<file path="src/rtl/bitwise_logic_iter.sv">
// Iterative AND/OR/XOR/NOR engine: CHUNK bits per cycle, start/ready handshake, accumulate mode.
// Optional popcount output enabled with BITWISE_LOGIC_POPCOUNT_EN.
module bitwise_logic_iter #(
   parameter int WIDTH = 32,
   parameter int CHUNK = 8
) (
   input  logic             clock,
   input  logic             reset,
   input  logic             ctrl_start,
   input  logic [1:0]       ctrl_op,
   input  logic             ctrl_accum,
   input  logic [WIDTH-1:0] data_operandA,
   input  logic [WIDTH-1:0] data_operandB,
   output logic [WIDTH-1:0] data_result,
   output logic             data_resultRDY,
   output logic             busy,
   output logic             data_zero
`ifdef BITWISE_LOGIC_POPCOUNT_EN
   ,
   output logic [$clog2(WIDTH):0] data_popcount
`endif
);

   localparam int N  = WIDTH / CHUNK;
   localparam int CW = (N > 1) ? $clog2(N) : 1;

   typedef enum logic {
      IDLE,
      RUN
   } state_t;

   state_t           state;
   logic [CW-1:0]    count;
   logic [WIDTH-1:0] op_a;
   logic [WIDTH-1:0] op_b;
   logic [1:0]       op_sel;
   logic [WIDTH-1:0] work;
   logic [WIDTH-1:0] next_work;
   logic [CHUNK-1:0] chunk_a;
   logic [CHUNK-1:0] chunk_b;
   logic [CHUNK-1:0] chunk_res;
   logic             last;

   // Select the active chunk of the latched operands and merge its result into the working word.
   always_comb begin
      chunk_a   = '0;
      chunk_b   = '0;
      next_work = work;
      for (int k = 0; k < N; k++) begin
         if (count == CW'(k)) begin
            chunk_a = op_a[k*CHUNK +: CHUNK];
            chunk_b = op_b[k*CHUNK +: CHUNK];
         end
      end
      case (op_sel)
         2'b00:   chunk_res = chunk_a & chunk_b;
         2'b01:   chunk_res = chunk_a | chunk_b;
         2'b10:   chunk_res = chunk_a ^ chunk_b;
         default: chunk_res = ~(chunk_a | chunk_b);
      endcase
      for (int k = 0; k < N; k++) begin
         if (count == CW'(k)) begin
            next_work[k*CHUNK +: CHUNK] = chunk_res;
         end
      end
   end

   assign last      = (count == CW'(N - 1));
   assign data_zero = (data_result == '0);

`ifdef BITWISE_LOGIC_POPCOUNT_EN
   localparam int PW = $clog2(WIDTH) + 1;

   logic [PW-1:0] pop_acc;
   logic [PW-1:0] chunk_pop;

   // Per-chunk ones count keeps the adder narrow; the running total lives in pop_acc.
   always_comb begin
      chunk_pop = '0;
      for (int i = 0; i < CHUNK; i++) begin
         chunk_pop = chunk_pop + {{(PW-1){1'b0}}, chunk_res[i]};
      end
   end

   always_ff @(posedge clock or posedge reset) begin
      if (reset) begin
         pop_acc       <= '0;
         data_popcount <= '0;
      end else if (state == IDLE) begin
         pop_acc <= '0;
      end else begin
         pop_acc <= pop_acc + chunk_pop;
         if (last) begin
            data_popcount <= pop_acc + chunk_pop;
         end
      end
   end
`endif

   // Operands are captured at start so input changes during RUN cannot disturb the result.
   always_ff @(posedge clock or posedge reset) begin
      if (reset) begin
         state          <= IDLE;
         count          <= '0;
         op_a           <= '0;
         op_b           <= '0;
         op_sel         <= 2'b00;
         work           <= '0;
         data_result    <= '0;
         data_resultRDY <= 1'b0;
         busy           <= 1'b0;
      end else begin
         data_resultRDY <= 1'b0;
         case (state)
            IDLE: begin
               if (ctrl_start) begin
                  op_a   <= ctrl_accum ? data_result : data_operandA;
                  op_b   <= data_operandB;
                  op_sel <= ctrl_op;
                  count  <= '0;
                  busy   <= 1'b1;
                  state  <= RUN;
               end
            end
            RUN: begin
               work <= next_work;
               if (last) begin
                  data_result    <= next_work;
                  data_resultRDY <= 1'b1;
                  busy           <= 1'b0;
                  count          <= '0;
                  state          <= IDLE;
               end else begin
                  count <= count + CW'(1);
               end
            end
            default: state <= IDLE;
         endcase
      end
   end

endmodule
</file>
<file path="config.mk">
export PLATFORM = sky130hd
export DESIGN_NAME = bitwise_logic_iter
export DESIGN_NICKNAME = d
export VERILOG_FILES = /design/src/rtl/bitwise_logic_iter.sv
export SDC_FILE = /design/constraint.sdc
export NUM_CORES = 1
export LEC_CHECK = 0
export ABC_AREA = 1
export BUFFER_PORTS_ARGS = -buffer_cell sky130_fd_sc_hd__buf_2
export CORE_UTILIZATION = 40
export CTS_BUF_LIST = sky130_fd_sc_hd__clkbuf_2 sky130_fd_sc_hd__clkbuf_4 sky130_fd_sc_hd__clkbuf_8
export DETAILED_ROUTE_END_ITERATION = 8
export HOLD_SLACK_MARGIN = 0.12
export SKIP_CTS_REPAIR_TIMING = 1
export SKIP_LAST_GASP = 1
export SLEW_MARGIN = 20
export SYNTH_ARGS = -nofsm -noshare
export SYNTH_HDL_FRONTEND = slang
export SYNTH_SLANG_ARGS = --single-unit
</file>
<file path="constraint.sdc">
create_clock -name clock -period 7 [get_ports clock]
set_input_delay 1.05 -clock clock [delete_from_list [all_inputs] [get_ports clock]]
set_output_delay 1.05 -clock clock [all_outputs]
set_load 0.03 [all_outputs]
</file>
[Word level (Yosys, flattened, before mapping)]
Index checks and enable logic that the tools add are counted.
Storage, ports and cells
  flip-flop bits (word level): 135
  input bits: 70
  output and inout port bits: 35
  logic and storage cells: 53
Operators by class
  $add $sub $neg: 1
  equal/unequal tests: 7
  mux-type cells: 25
  bitwise gates (word level): 5
  reduce and logical (&&, ||, !) cells: 6
Operator list (number)
  8-bit 2-to-1 mux: 12
  32-bit zero test: 1
  32-bit 2-to-1 mux: 1
  8-bit case mux with 3 select lines: 1
  8-bit bitwise AND: 1
  8-bit inverter: 1
  8-bit bitwise OR: 1
  8-bit XOR: 1
  2-bit == test (second input constant): 3
  1-bit 2-to-1 mux: 6
  2-bit AND reduction: 3
  2-bit by 1-bit == test with 1-bit output (second input constant): 2
  2-bit zero test: 2
  2-bit 2-to-1 mux: 2
  1-bit case mux with 2 select lines: 2
  2-bit case mux with 2 select lines: 1
  2-bit by 1-bit adder with 2-bit output (second input constant): 1
  2-bit by 1-bit != test with 1-bit output (second input constant): 1
  2-bit != test (second input constant): 1
  1-bit inverter: 1

[Depth between registers and ports, before layout]
  word-level depth: 9
  gate-level depth with buffers: 17
  gate-level depth less buffers: 16

[Worst setup path before layout]
OpenSTA, ideal clock, no wires.
  kind: reg2out
  start: reg data_result[6]
  end: out data_zero
  arrival time: 1.313 ns
  data required time: 5.950 ns
  path slack: 4.637 ns
  stages on the path, launching flop included: 4
  buffers on the path: 0
  path through: dfrtp_1 -> nor4_1 -> nand3_1 -> nor2_1
On the way
  longest elaborated chain between the ends: 1
RTL lines
  from (decl): line 14  | output logic [WIDTH-1:0] data_result,
  from (signal assigned): line 128  | data_result <= next_work;
  32-bit zero test: line 69  | assign data_zero = (data_result == '0);
  to (decl): line 17  | output logic data_zero
No other way between the ends.

[Worst setup path after layout]
  start: reg count[1]
  end: reg data_result[3]
On the way
  longest elaborated chain between the ends: 9
  elaborated cells on any way between the ends: 19
  classes of those cells: 3 x eq/ne; 10 x mux; 4 x bitwise; 2 x reduce/logical
RTL lines
  from (decl): line 33  | logic [CW-1:0] count;
  from (signal assigned): line 134  | count <= count + CW'(1);
  2-bit zero test: line 50, 62
  8-bit 2-to-1 mux (4 in series): line 50  | if (count == CW'(k)) begin
  8-bit bitwise OR: line 57, 59
  8-bit inverter: line 59  | default: chunk_res = ~(chunk_a | chunk_b);
  8-bit case mux with 3 select lines: line 55  | case (op_sel)
  8-bit 2-to-1 mux: line 62  | if (count == CW'(k)) begin
Parallel ways exist; a longest one is shown, timed or not.
A chain may end at the register's enable or synchronous reset.

==> results_dict.tcl <==
set metrics [dict create \
    start_kind "register" \
    yosys_warnings 0 \
    synthCells 849 \
    drv_cap 0 \
    die-width_microns 130 \
    first_pass_iters 5 \
    crit_type "reg -> reg" \
    remaining_drc_errors 0 \
    synth.most_common_cell "nand2_1" \
    syn_area_per_cell_sq_um 7.75 \
    synth_common_cells "nand2_1 (292), dfrtp_1 (127), inv_1 (76), o21ai_0 (73), nand3_1 (53)" \
    rows 46 \
    postSynth.asyncResetShare_pct 100 \
    area_delta_synth_final_pct 14.9 \
    start_util_pct 41.3 \
    cp_top_family "simple AND/OR/NAND/NOR gates" \
    min_period_ns 3.08 \
    power_mw 3.95 \
    ys_top_cells_by_area "dfrtp_1 (48%), nand2_1 (17%), o21ai_0 (5.6%)" \
    fillers 1629 \
    synth-edff-count 0 \
    slew_headroom_pct 28.5 \
    core_sq_mm 0.0159 \
    p_leak_nw 4.08 \
    yosysUniqueCellTypes 28 \
    finClkSkew_ns 0.00969 \
    via_count 5878 \
    clkTransAtPathRegs_ns 0.08 \
    ys.flop_type "dfrtp_1" \
    worstPathRequired_ns 7.34 \
    fin_util_pct 47.4 \
    placed_cell_area_sq_mm 0.00714 \
    cpMostUsedCell "nand2_1" \
    setup_tns_ns 0 \
    overflow 0 \
    hpwl_mm 13.4 \
    period_share_pct 43.9 \
    cts_tree "built" \
    synth_area_sq_mm 0.00658 \
    cts_made_buffers 17 \
    clk_latency_ns 0.45 \
    synth_seq_cells 127 \
    yosysTopAreaCellShare_pct 48.3 \
    numPortBuffers 104 \
    dr.first_iter.drc_count 628 \
    cp_num_buf_inv 4 \
    cts_sinks 127 \
    fin_nets 1020 \
    die_height_microns 130 \
    cp.arrival_ns 3.42 \
    wire_per_inst_microns 16.8 \
    slowest_delay_ns 0.40 \
    cp-end-kind "register" \
    grt.total_usage_pct 24.2 \
    synth_top_cell_by_area "dfrtp_1" \
    gp_congestion 0.893 \
    grt_max_degree 110 \
    crit_slowest_cell "dfrtp_1" \
    antenna_found_initial 0 \
    fin_area_sq_mm 0.00756 \
    syn_nets 939 \
    min_path_type "reg -> reg" \
    rsz0062_at_grt "false" \
    cp_max_fo 20 \
    cts_buffer_depth 2 \
    final-setup-viol-count 0 \
    ir_worst_vdd_uv 210 \
    postRouteAntennaNets 0 \
    p_per_area_mw_per_mm2 522 \
    tightest_slew_ns 1.07 \
    die_area_sq_mm 0.0170 \
    wirelength_mm 19.4 \
    vias_per_cell 5.07 \
    grt_pass1_vias 5576 \
    pin_count 105 \
    whs_ns 0.476 \
    critical_path.cell_chain "inv_1 > ha_1 > buf_4 > inv_2 > nand2_2 > o22ai_1 > nand2_1 > nand2_1 > o21ai_0 > inv_1 > ha_1 > o21ai_0 > nand3_2 > nand3_1 > nand2_1 > nand2_1 > nand2_1" \
    htree_levels 4 \
    cts-root-buf "clkbuf_8" \
    antenna_cells 0 \
    grt_pass1_wl_mm 30.2 \
    drive_above_1_share_pct 18.1 \
    maxSlewViolCount 0 \
    status "finished, final reports clean" \
    max_freq_mhz 325 \
    ys_seq_area_share_pct 48.3 \
    hold_violations 0 \
]
registers in the layout, summed over array words and instances, names as in the netlist:
signal	cells
data_resultRDY	1
op_sel	2
state	1
op_a	32
work	24
op_b	32
count	2
data_result	32
busy	1
where the power goes:
part           switching [mW]  leakage, nW  total (mW)  internal, mW
Combinational            1.33         2.26        1.94         0.609
Sequential              0.276         1.60        1.34          1.06
Clock                   0.294        0.214       0.670         0.376
Total                    1.90         4.08        3.95          2.05
cell type report:
type                       instances  area (sq um)  area share (%)
multi-input combinational        593          2830            37.4
sequential                       127          3180            42.0
clock buffer                      20           275            3.64
inverter                          82           312            4.12
timing repair buffer             109           558            7.38
tap                              216           270            3.58
clock inverter                    12           140            1.85
cell families (layout without fill, tap and decap cells):
logic type      Yosys count  after routing  share of synthesized area [%]
simple gates            421            421                           26.7
compound gates          152            152                           12.5
buf+inv                 129            223                           8.73
flops                   127            127                           48.3
fa+ha+maj                20             20                           3.80
per-stage QoR:
step | std cells | setup slack, ns
6_report | 1159 | 3.92
5_1_grt | 1159 | 3.65
4_1_cts | 1159 | 3.96
3_5_place_dp | 1127 | 3.98
3_3_place_gp | 1127 | 4.04
2_1_floorplan | 849 | 2.57
cells in the final DEF (no fill, tap or decap), drive strengths merged:
cell | netlist | final
nand3 | 59 | 59
clkinvlp | 0 | 2
nand3b | 1 | 1
nor4 | 4 | 4
o21ai | 97 | 97
clkbuf | 12 | 20
bufinv | 0 | 3
clkinv | 1 | 8
o22ai | 25 | 25
dfrtp | 127 | 127
nor3b | 1 | 1
buf | 35 | 109
nand4 | 1 | 1
a21oi | 22 | 22
or2 | 6 | 6
ha | 20 | 20
nor2 | 53 | 53
a22oi | 7 | 7
nand2 | 296 | 296
a22o | 1 | 1
inv | 81 | 81
tightest hold or removal path, cell delays in order (launching register included):
cell and delay (ns):
dfrtp_1 0.35, nand2_1 0.05, nand2_1 0.05
layer usage:
| layer | vias up | track usage [%] | wire length (microns) |
|---|---|---|---|
| met5 | - | 0 | 0 |
| met4 | 0 | 9.92 | 365 |
| met3 | 26 | 5.17 | 1250 |
| met2 | 178 | 33.5 | 8230 |
| met1 | 2796 | 36.3 | 9590 |
| li1 | 2878 | - | - |
worst paths after layout:
| path | startpoint | endpoint | slack [ns] | depth (start not counted) |
|---|---|---|---|---|
| worst min register to register | op_b[12] | op_b[12] | 0.48 | 2 |
| max in group asynchronous | reset | data_result[28] | 4.87 | 3 |
| worst max-delay path | count[1] | data_result[3] | 3.92 | 17 |
| min in group asynchronous | reset | op_b[10] | 0.73 | 2 |
| worst max register to register | count[1] | data_result[3] | 3.92 | 17 |
| worst min-delay path | op_b[12] | op_b[12] | 0.48 | 2 |
Power figures use the tool's default switching activity.
